**src/rtl/mem_bus_master.sv**
```systemverilog
// mem_bus_master: initiator for the single-port memory bus.
// Takes one read/write command at a time on a valid/ready port, drives one
// registered bus access, and returns read data on a valid/ready response port.
// Out-of-range reads are answered locally with an error response; out-of-range
// writes are silently dropped. Access counters saturate instead of wrapping.

module mem_bus_master #(
  parameter int DEPTH  = 8,
  parameter int ADDR_W = 3,
  parameter int DATA_W = 8,
  parameter int CNT_W  = 16
) (
  input  logic              clk,
  input  logic              rst,
  input  logic              cmd_valid,
  output logic              cmd_ready,
  input  logic              cmd_wr,
  input  logic [ADDR_W-1:0] cmd_addr,
  input  logic [DATA_W-1:0] cmd_wdata,
  output logic              rsp_valid,
  input  logic              rsp_ready,
  output logic [DATA_W-1:0] rsp_data,
  output logic              rsp_err,
  output logic              wr_done,
  output logic              mem_en,
  output logic              mem_wr,
  output logic [ADDR_W-1:0] mem_addr,
  output logic [DATA_W-1:0] mem_wdata,
  input  logic [DATA_W-1:0] mem_rdata,
  output logic [CNT_W-1:0]  wr_count,
  output logic [CNT_W-1:0]  rd_count
);

  typedef enum logic [1:0] {
    IDLE    = 2'd0,
    ISSUE   = 2'd1,
    RD_WAIT = 2'd2,
    RSP     = 2'd3
  } state_t;

  state_t              state_q;
  logic                cmd_ready_q;
  logic                rsp_valid_q;
  logic [DATA_W-1:0]   rsp_data_q;
  logic                rsp_err_q;
  logic                wr_done_q;
  logic                mem_en_q;
  logic                mem_wr_q;
  logic [ADDR_W-1:0]   mem_addr_q;
  logic [DATA_W-1:0]   mem_wdata_q;
  logic [CNT_W-1:0]    wr_count_q;
  logic [CNT_W-1:0]    rd_count_q;

  logic                accept;
  logic                addr_ok;
  logic [CNT_W-1:0]    wr_count_d;
  logic [CNT_W-1:0]    rd_count_d;

  assign accept  = cmd_valid & cmd_ready_q;
  assign addr_ok = 32'(cmd_addr) < 32'(DEPTH);

  // Saturating increments: once all ones, the counters stick.
  always_comb begin
    wr_count_d = (wr_count_q == {CNT_W{1'b1}}) ? wr_count_q : wr_count_q + CNT_W'(1);
    rd_count_d = (rd_count_q == {CNT_W{1'b1}}) ? rd_count_q : rd_count_q + CNT_W'(1);
  end

  // Command/bus/response sequencer; every output comes straight from a register.
  always_ff @(posedge clk) begin
    if (rst) begin
      state_q     <= IDLE;
      cmd_ready_q <= 1'b1;
      rsp_valid_q <= 1'b0;
      rsp_data_q  <= '0;
      rsp_err_q   <= 1'b0;
      wr_done_q   <= 1'b0;
      mem_en_q    <= 1'b0;
      mem_wr_q    <= 1'b0;
      mem_addr_q  <= '0;
      mem_wdata_q <= '0;
      wr_count_q  <= '0;
      rd_count_q  <= '0;
    end else begin
      // wr_done is a single-cycle pulse aligned with the write's bus cycle.
      wr_done_q <= 1'b0;
      case (state_q)
        IDLE: begin
          if (accept) begin
            if (addr_ok) begin
              mem_en_q    <= 1'b1;
              mem_wr_q    <= cmd_wr;
              mem_addr_q  <= cmd_addr;
              mem_wdata_q <= cmd_wdata;
              wr_done_q   <= cmd_wr;
              cmd_ready_q <= 1'b0;
              state_q     <= ISSUE;
            end else if (!cmd_wr) begin
              // Out-of-range read: answer locally, the bus is never touched.
              rsp_data_q  <= '0;
              rsp_err_q   <= 1'b1;
              rsp_valid_q <= 1'b1;
              cmd_ready_q <= 1'b0;
              state_q     <= RSP;
            end
            // Out-of-range write: dropped, remain ready.
          end
        end
        ISSUE: begin
          mem_en_q <= 1'b0;
          mem_wr_q <= 1'b0;
          if (mem_wr_q) begin
            wr_count_q  <= wr_count_d;
            cmd_ready_q <= 1'b1;
            state_q     <= IDLE;
          end else begin
            state_q <= RD_WAIT;
          end
        end
        RD_WAIT: begin
          // Responder output is valid in this cycle (one-cycle read latency).
          rsp_data_q  <= mem_rdata;
          rsp_err_q   <= 1'b0;
          rsp_valid_q <= 1'b1;
          rd_count_q  <= rd_count_d;
          state_q     <= RSP;
        end
        RSP: begin
          if (rsp_ready) begin
            rsp_valid_q <= 1'b0;
            cmd_ready_q <= 1'b1;
            state_q     <= IDLE;
          end
        end
        default: begin
          state_q <= IDLE;
        end
      endcase
    end
  end

  assign cmd_ready = cmd_ready_q;
  assign rsp_valid = rsp_valid_q;
  assign rsp_data  = rsp_data_q;
  assign rsp_err   = rsp_err_q;
  assign wr_done   = wr_done_q;
  assign mem_en    = mem_en_q;
  assign mem_wr    = mem_wr_q;
  assign mem_addr  = mem_addr_q;
  assign mem_wdata = mem_wdata_q;
  assign wr_count  = wr_count_q;
  assign rd_count  = rd_count_q;

endmodule
```
**config.mk**
```make
export PLATFORM = sky130hd
export DESIGN_NAME = mem_bus_master
export DESIGN_NICKNAME = d
export VERILOG_FILES = /design/src/rtl/mem_bus_master.sv
export SDC_FILE = /design/constraint.sdc
export NUM_CORES = 1
export LEC_CHECK = 0
export ABC_AREA = 1
export BUFFER_PORTS_ARGS = -buffer_cell sky130_fd_sc_hd__buf_2
export CORE_ASPECT_RATIO = 1.2
export CORE_MARGIN = 2
export CORE_UTILIZATION = 56
export CTS_CLUSTER_SIZE = 8
export DETAILED_ROUTE_END_ITERATION = 7
export PLACE_DENSITY = 0.87
export SETUP_SLACK_MARGIN = 0.1
export SLEW_MARGIN = 20
export SYNTH_ARGS = -nofsm -noshare
export SYNTH_HDL_FRONTEND = slang
export SYNTH_SLANG_ARGS = --single-unit
export TNS_END_PERCENT = 20
```
**constraint.sdc**
```tcl
create_clock -name clk -period 2.35 [get_ports clk]
set_clock_uncertainty 0.15 [all_clocks]
set_input_delay 0.47 -clock clk [delete_from_list [all_inputs] [get_ports clk]]
set_output_delay 0.47 -clock clk [all_outputs]
set_load 0.02 [all_outputs]
```
==> impl_metrics.yaml, run 1 <==
timing:
  max_freq_ghz: 0.546
  fin_crit_sh: 0.779
  slew_headroom: 0.635
  drv_slew: 0
  layout_min_cycle_time_ns: 1.83
  setup_tns_ns: 0
  tightest_slew_ns: 0.545
  rsz0062_at_grt: "false"
  finalSetupViolations: 0
  hold_violations: 0
drt:
  drt_pass1_iterations: 4
  wl_um: 6810
  drc_errors: 0
  detail-route-antenna-nets: 0
  dr.first_iter.drc_count: 145
  viasPerCell: 5.04
  post_drt_wl_per_cell_um: 11.7
  vias: 2939
synthesis:
  synth_area_per_cell_sq_um: 6.77
  yosysWarnings: 0
  synth_fa_ha_area_frac: 0.00848
  ys_ff_latch: 58
  synthCells: 436
  synth_nets: 462
  syn_area_sq_mm: 0.00295
  synth-xor-area-share: 0.0297
  muxShareOfSynthArea: 0
  post_synth_num_cell_types: 32
  ys.flop_type: "dfxtp_1"
  synth-seq-area-share: 0.393
  async_reset_ff_frac: 0
  synth_edf_count: 0
  yosys.area_share.simple: 0.364
  synth-compound-area-share: 0.0831
  synth_top_family_by_area: "simple AND/OR/NAND/NOR gates"
cts:
  ctsLongestPathBuffers: 2
  clk_latency_ns: 0.33
  post_cts.repair.setup_buffers: 0
  cts_resized: 0
  cts-hold-fix-buffers: 0
  root_buffer: "clkbuf_8"
  clkSlewWorstSetupHoldPaths_ns: 0.07
  cts_sinks: 58
  cts_tree: "yes"
  cts-buffers-inserted: 9
  h-tree-depth: 3
grt:
  grt_busiest_layer: "met2"
  antenna_found_initial: 0
  grt_start_max_net_pins: 24
  grt_pass1_vias: 2842
  grt_pass1_wl_um: 11500
  track_usage: 0.241
  grt_remaining_overflow: 0
  use_met1: 0.260
  gr-usage-met3: 0.0773
  met2_usage: 0.424
worst_hold_path:
  min_to: "wr_done"
  hp-start: "cmd_wr"
  min_path_type: "in -> reg"
  min_delay_path_depth: 3
power_and_ir_drop:
  p_int_mw: 2.15
  combPwrFrac: 0.281
  p_leak_nw: 1.79
  clockPowerShare: 0.323
  switching_share: 0.356
  switchingPower_mw: 1.19
  finalPower_mw: 3.34
  power_density_mw_per_mm2: 928
  peakVddDrop_v: 0.000584
  power_frac_seq: 0.396
critical_path:
  critical_path_peak_fanout: 15
  ff2ff_path_depth: 9
  startpoint: "rd_count[0]"
  cp.required_ns: 2.43
  worstSetupPathType: "reg -> reg"
  regToRegEndpoint: "rd_count[10]"
  r2r_slack_ns: 0.52
  crit_arrival_ns: 1.91
  start_kind: "flop"
  worstReg2RegStart: "rd_count[0]"
  cp-end-kind: "flop"
final_layout:
  diodes: 0
  layout-area-overhead-vs-synth_pct: 21.9
  drive_above_1_share: 0.249
  final_cells: 583
  nets: 544
die:
  core_area_sq_mm: 0.00501
  initial_core_util: 0.589
  die_h_um: 83.5
  ios: 81
  die_area_sq_mm: 0.00587
  die_x_um: 70.3
  rows: 28
placed_design:
  gp_congestion: 0.892
  dp.cells: 567
  hpwl_um: 4850
  port_buffers: 79
outcome:
  outcome: "finished clean"
run:
  max-cap-violations: 0
==> power groups by stage <==
stage | clock (mW) | combinational (mW) | sequential [mW]
6_report | 1.08 | 0.938 | 1.32
5_1_grt | 1.14 | 1.03 | 1.35
4_1_cts | 1.09 | 0.939 | 1.32
3_5_place_dp | 0 | 0.932 | 1.34
3_3_place_gp | 0 | 0.912 | 1.33
2_1_floorplan | 0 | 0.493 | 1.50
==> final cells by class <==
cell class / count / area (sq um)
clock buffers: 12 / 165
clock inverters: 4 / 72.6
fillers: 426 / 1410
inverters: 72 / 270
multi-input cells: 295 / 1440
flip-flops and latches: 58 / 1160
well taps: 60 / 75.1
repair buffers: 82 / 418
==> cell usage after synthesis (5+ instances only) <==
cell      n  area, sq um
o21ai_1   6         30.0
nand2_1  85          319
inv_2     5         18.8
nand2_2   8         50.1
o22ai_1  11         68.8
a21oi_1   9         45.0
dfxtp_1  58         1160
xnor2_1   7         61.3
nand3_2   5         50.1
inv_1    67          251
nor2_4    8         90.1
nand3_1  25          125
o21ai_0  17         85.1
nor2_1   94          353
==> critical path: stages, from the launching register on <==
cell and delay (ns):
dfxtp_1 0.34, ha_1 0.21, nand2_1 0.13, nor2_4 0.05, nand2_2 0.12, nor2_4 0.06, nor2_4 0.28, inv_2 0.16
nor2_1 0.16, nor2_1 0.06
==> worst max-delay path by stage <==
stage / cells after the start / endpoint / slack (ns)
after floorplan: 9 / wr_count[12] / 0.60
after global placement: 9 / rd_count[3] / 0.63
after detailed placement: 9 / rd_count[3] / 0.56
after CTS: 9 / rd_count[10] / 0.53
after global routing: 9 / rd_count[10] / 0.43
final: 9 / rd_count[10] / 0.52
==> cell families after synthesis <==
kind of cell | Yosys count
XOR/XNOR | 10
AO/OA/AOI/OAI | 45
buffers and inverters | 83
flip-flops | 58
AND/OR/NAND/NOR | 237
other | 1
adder cells (fa/ha/maj) | 2
==> layout by cell type, fill, tap and decap left out, types with 9 or more instances in the layout <==
master	n
inv_1	67
clkbuf_8	12
nand3_1	25
a21oi_1	9
o22ai_1	11
dfxtp_1	58
o21ai_0	17
buf_2	79
nand2_1	85
nor2_1	94
==> through the flow <==
stage           util  area (sq um)  hold slack (ns)  setup slack [ns]
6_report       0.718          3600            0.223             0.519
5_1_grt        0.718          3600            0.217             0.430
4_1_cts        0.718          3600            0.209             0.529
3_5_place_dp   0.671          3360            0.312             0.556
3_3_place_gp   0.671          3360            0.307             0.631
2_1_floorplan      -          2950            0.385             0.599
==> flip-flops by register name (all words and copies together) (netlist names), 3 cells and up, named ones only <==
register / count
wr_count: 16
mem_addr: 3
mem_wdata: 8
rsp_data: 8
rd_count: 16
==> metal layers <==
metal | share of wire | up-vias
met3 | 0.063 | 15
met2 | 0.50 | 105
met4 | 0.018 | 0
met5 | 0 | -
met1 | 0.42 | 1319
li1 | - | 1500
Power figures use the tool's default switching activity.
==> run 2, diff against run 1 <==
--- a/config.mk
+++ b/config.mk
@@ -9,10 +9,10 @@
 export BUFFER_PORTS_ARGS = -buffer_cell sky130_fd_sc_hd__buf_2
 export CORE_ASPECT_RATIO = 1.2
 export CORE_MARGIN = 2
-export CORE_UTILIZATION = 56
+export CORE_UTILIZATION = 47
 export CTS_CLUSTER_SIZE = 8
 export DETAILED_ROUTE_END_ITERATION = 7
-export PLACE_DENSITY = 0.87
+export PLACE_DENSITY = 0.78
 export SETUP_SLACK_MARGIN = 0.1
 export SLEW_MARGIN = 20
 export SYNTH_ARGS = -nofsm -noshare
==> constraint.sdc (replaced) <==
create_clock -name clk -period 1.5 [get_ports clk]
set_clock_uncertainty 0.15 [all_clocks]
set_input_delay 0.3 -clock clk [delete_from_list [all_inputs] [get_ports clk]]
set_output_delay 0.3 -clock clk [all_outputs]
set_load 0.02 [all_outputs]
==> run 2 against run 1 <==
The run now ends with negative setup slack left. Largest cell class unchanged. Final cell count grew 13%. Setup slack worse by 0.57 ns. Design area up 24%. Register-to-register slack got worse by 0.57 ns. Critical path type unchanged. Global-route usage up 0.062 points.
==> impl_metrics.yaml, run 2 (synthesized netlist as in run 1, its figures left out) <==
outcome:
  outcome: "finished, violations left"
  violations: "negative setup slack"
cts:
  root_buffer: "clkbuf_8"
  h-tree-depth: 3
  ctsLongestPathBuffers: 2
  clkSlewWorstSetupHoldPaths_ns: 0.07
  cts_sinks: 58
  cts-buffers-inserted: 9
  clk_latency_ns: 0.34
  cts_tree: "yes"
timing:
  rsz0062_at_grt: "true"
  layout_min_cycle_time_ns: 1.55
  hold_violations: 0
  finalSetupViolations: 16
  setup_slack_ns: -0.0544
  drv_slew: 0
  whs_ns: 0.0552
  fin_crit_sh: 1.04
  max_freq_ghz: 0.643
  setup_tns_ns: -0.489
final_layout:
  multi_input_area_sq_mm: 0.00164
  fillCellCount: 471
  layout-area-overhead-vs-synth_pct: 50.8
  final_cell_mix: "nor2_1, nand2_1, inv_1"
  diodes: 0
  nets: 598
  fin_util: 0.736
  final_common_cell: "nor2_1"
  drive_above_1_share: 0.426
  seq_area_sq_mm: 0.00120
die:
  initial_core_util: 0.488
  ios: 81
  die_h_um: 90.8
  die_x_um: 76.3
  die_area_sq_mm: 0.00693
  rows: 31
  core_area_sq_mm: 0.00605
power_and_ir_drop:
  finalPower_mw: 5.64
  power_density_mw_per_mm2: 1270
  switching_share: 0.361
  combPwrFrac: 0.370
  p_leak_nw: 2.18
  peakVddDrop_v: 0.00105
  switchingPower_mw: 2.04
  power_frac_seq: 0.358
  p_int_mw: 3.60
  clockPowerShare: 0.272
drt:
  drc_errors: 0
  post_drt_wl_per_cell_um: 12.7
  drt_pass1_iterations: 6
  viasPerCell: 4.88
  wl_um: 8350
  dr.first_iter.drc_count: 165
  vias: 3215
  detail-route-antenna-nets: 0
placed_design:
  port_buffers: 79
  gp_congestion: 0.860
  hpwl_um: 5490
critical_path:
  cpMaxStageDelayCell: "dfxtp_4"
  ff2ff_path_depth: 9
  worstReg2RegStart: "rd_count[1]"
  crit_arrival_ns: 1.63
  critPathMaxStageDelay_ns: 0.35
  critical_path_peak_fanout: 9
  crit_top_cell: "nor2_4"
  crit_buf_inv: 1
  cp-end-kind: "flop"
  worstSetupPathType: "reg -> reg"
  critPathTopFamily: "simple AND/OR/NAND/NOR gates"
  crit_end: "rd_count[6]"
  start_kind: "flop"
  cp.required_ns: 1.57
  regToRegEndpoint: "rd_count[6]"
  r2r_slack_ns: -0.05
  cp_num_cells: 9
  startpoint: "rd_count[1]"
  path_cells: "ha_4 > nand2_4 > nor2_4 > nand2_4 > nor2_4 > nor2_4 > inv_4 > nor2_1 > nor2_1"
grt:
  grt_pass1_wl_um: 13800
  grt_start_max_net_pins: 26
  grt_pass1_vias: 3195
  antenna_found_initial: 0
  grt_remaining_overflow: 0
  track_usage: 0.241
worst_hold_path:
  min_path_type: "in -> reg"
  hp-start: "rst"
run:
  max-cap-violations: 0
run 2: changes by cell type in the layout (fill, tap and decap cells not counted), sizes merged:
cell / previous run / this run
buf: 82 / 136
bufinv: 2 / 1
clkinv: 1 / 2
clkinvlp: 1 / 0
inv: 72 / 73
run 2: worst reg2reg max path, cell delays in order, from the launching register on:
cell and delay (ns):
dfxtp_4 0.35, ha_4 0.17, nand2_4 0.06, nor2_4 0.04, nand2_4 0.08, nor2_4 0.04
nor2_4 0.21, inv_4 0.11, nor2_1 0.16, nor2_1 0.07
run 2: layout make-up:
cell class | count | area share
clock inverter | 4 | 0.0104
inverter | 72 | 0.0618
clock buffer | 12 | 0.0374
tap | 82 | 0.0230
multi-input combinational | 295 | 0.369
sequential | 58 | 0.270
timing repair buffer | 136 | 0.229
run 2: per-stage QoR:
step                      setup slack (ns)  area [sq um]  std cells
final                              -0.0544          4450        659
after global routing                -0.119          4450        659
after CTS                          -0.0558          4290        658
after detailed placement            -0.180          3830        637
after global placement              -0.117          3830        637
after floorplan                    -0.0451          3030        436
run 2: worst min-delay path by stage:
stage                              end  slack [ns]  cells past startpoint
after floorplan                   flop        0.22                      1
after global placement    mem_wdata[0]        0.31                      2
after detailed placement  mem_wdata[1]        0.31                      2
after CTS                 mem_wdata[1]        0.04                      3
after global routing              flop        0.06                      2
final                             flop        0.06                      2
run 2: power by group through the flow:
stage	logic [mW]	registers, mW	clock network (mW)
after floorplan	0.784	2.38	0
after global placement	1.74	2.02	0
after detailed placement	1.80	2.03	0
after CTS	1.96	2.00	1.56
after global routing	2.27	2.06	1.65
final	2.08	2.02	1.53
run 2: per-layer routing:
| layer | part of all wire | global-route usage | vias up |
|---|---|---|---|
| li1 | - | - | 1615 |
| met4 | 0.030 | 0.103 | 0 |
| met5 | 0 | 0 | - |
| met2 | 0.54 | 0.456 | 98 |
| met1 | 0.38 | 0.253 | 1477 |
| met3 | 0.053 | 0.0540 | 25 |
run 2: timing repair:
action,4_1_cts,5_1_grt
buffers inserted,5,1
endpoints found under the setup margin,58,77
resized for setup,63,55
pin swaps,12,10
hold buffers,0,0
hold endpoints to repair,0,0
==> run 3, diff against run 2 <==
--- a/config.mk
+++ b/config.mk
@@ -9,10 +9,11 @@
 export BUFFER_PORTS_ARGS = -buffer_cell sky130_fd_sc_hd__buf_2
 export CORE_ASPECT_RATIO = 1.2
 export CORE_MARGIN = 2
-export CORE_UTILIZATION = 47
+export CORE_UTILIZATION = 45
+export CTS_BUF_LIST = sky130_fd_sc_hd__clkbuf_4 sky130_fd_sc_hd__clkbuf_8 sky130_fd_sc_hd__clkbuf_16
 export CTS_CLUSTER_SIZE = 8
 export DETAILED_ROUTE_END_ITERATION = 7
-export PLACE_DENSITY = 0.78
+export PLACE_DENSITY = 0.75
 export SETUP_SLACK_MARGIN = 0.1
 export SLEW_MARGIN = 20
 export SYNTH_ARGS = -nofsm -noshare
==> run 3 against run 2 <==
The flow still finishes with violations (negative setup slack). Highest routed layer unchanged. Sequential cell count did not move. Design area up 1.9%. Die area up 4.2%. Via count down 0.81%. Routed wire length decreased by 4.0%. Register-to-register slack got worse by 0.05 ns. Non-clock buffer count grew 3. Setup slack lost 0.054 ns. Core utilization shrank 2.8 points. Clock-buffer cell count fell by 3. Critical path depth stayed put. Final cell count is 1.1% higher.
==> impl_metrics.yaml, run 3 (synthesized netlist as in run 1, its figures left out) <==
outcome:
  outcome: "finished, violations left"
  violations: "negative setup slack"
cts:
  h-tree-depth: 3
  clkSlewWorstSetupHoldPaths_ns: 0.07
  cts_tree: "yes"
  cts_sinks: 58
  cts-buffers-inserted: 9
  clk_latency_ns: 0.35
  root_buffer: "clkbuf_8"
  ctsLongestPathBuffers: 2
drt:
  dr.first_iter.drc_count: 103
  detail-route-antenna-nets: 0
  vias: 3189
  viasPerCell: 4.79
  post_drt_wl_per_cell_um: 12.0
  drc_errors: 0
  wl_um: 8010
  drt_pass1_iterations: 4
placed_design:
  pre_cts_ws_ns: -0.202
  gp_congestion: 0.854
  hpwl_um: 5500
  dp.cells: 641
  dpl_cell_area_sq_mm: 0.00384
  port_buffers: 79
grt:
  grt_pass1_vias: 3055
  track_usage: 0.225
  use_met1: 0.248
  grt_remaining_overflow: 0
  grt_pass1_wl_um: 13000
  gr-usage-met3: 0.0760
  grt_busiest_layer: "met2"
  met2_usage: 0.391
  grt_start_max_net_pins: 20
  antenna_found_initial: 0
die:
  die_area_sq_mm: 0.00723
  die_x_um: 77.9
  core_area_sq_mm: 0.00641
  rows: 32
  initial_core_util: 0.461
  die_h_um: 92.7
  ios: 81
timing:
  setup_slack_ns: -0.108
  drv_slew: 0
  setup_tns_ns: -0.573
  layout_min_cycle_time_ns: 1.61
  max_freq_ghz: 0.622
  finalSetupViolations: 20
  rsz0062_at_grt: "true"
  hold_violations: 0
  fin_crit_sh: 1.07
final_layout:
  final_cell_mix: "nor2_1, nand2_1, inv_1"
  final_common_cell: "nor2_1"
  final_cells: 666
  fin_util: 0.708
  final_area_sq_mm: 0.00453
  diodes: 0
  seq_area_sq_mm: 0.00121
  drive_above_1_share: 0.430
  layout-area-overhead-vs-synth_pct: 53.6
  fillCellCount: 497
  multi_input_area_sq_mm: 0.00165
  nets: 602
critical_path:
  cp.required_ns: 1.59
  critical_path_peak_fanout: 3
  worstSetupPathType: "reg -> reg"
  critPathMaxStageDelay_ns: 0.37
  cp-end-kind: "flop"
  path_cells: "ha_4 > nand2_4 > nor2_4 > buf_4 > buf_4 > nand3_1 > xnor2_1 > nor2_1 > nor2_1"
  start_kind: "flop"
  crit_arrival_ns: 1.70
  cpMaxStageDelayCell: "dfxtp_4"
power_and_ir_drop:
  power_density_mw_per_mm2: 1250
  p_leak_nw: 2.22
  peakVddDrop_v: 0.00103
run:
  max-cap-violations: 0
worst_hold_path:
  min_path_type: "in -> reg"
[run 3: changes by cell type in the layout (fill, tap and decap cells not counted), sizes merged]
| cell | change |
|---|---|
| inv | -1 |
| clkinvlp | +2 |
| clkinv | +2 |
| nor2 | +1 |
| buf | +3 |
| clkbuf | -3 |
[run 3: final timing paths]
kind	start	endpoint	slack [ns]	depth (start not counted)
worst max-delay path	rd_count[0]	rd_count[10]	-0.11	9
worst min-delay path	rst	wr_count[10]	0.03	2
worst max register to register	rd_count[0]	rd_count[10]	-0.11	9
worst min register to register	mem_en	mem_en	0.32	2
[run 3: critical path: cells and delay by family, from the launching register on]
family                     cells  cell delay, ns
xor gates and xnor gates       1            0.15
buffers and inverters          2            0.22
DFF                            1            0.37
adders and majority gates      1            0.14
and+or+nand+nor                5            0.48
[run 3: routing by layer]
layer,vias to the layer above,share of wire
met2,80,0.52
met3,14,0.056
met5,-,0
met1,1470,0.40
met4,0,0.020
li1,1625,-
[run 3: layout make-up]
cell class                 instances  area share
clock inverter                     7      0.0177
clock buffer                       9      0.0273
multi-input combinational        296       0.365
inverter                          72      0.0602
tap                               85      0.0235
sequential                        58       0.267
timing repair buffer             139       0.240
[run 3: timing repair]
action                                  4_1_cts  5_1_grt
gates resized for setup                      79       54
endpoints found under the setup margin       64       75
gates cloned                                  1        0
pin swaps                                    14       11
hold buffers                                  0        0
buffers inserted                              6        2
[run 3: stage by stage]
step                      hold slack, ns  power (mW)
final                             0.0315        5.66
after global routing              0.0231        6.00
after detailed placement           0.313        3.86
after floorplan                    0.219        3.16
after CTS                         0.0178        5.53
after global placement             0.306        3.82
[run 3: report_power, final]
group / total (mW) / switching, mW / internal [mW]
Combinational: 2.16 / 1.23 / 0.921
Sequential: 2.03 / 0.198 / 1.83
Clock: 1.48 / 0.701 / 0.776
Total: 5.66 / 2.13 / 3.53
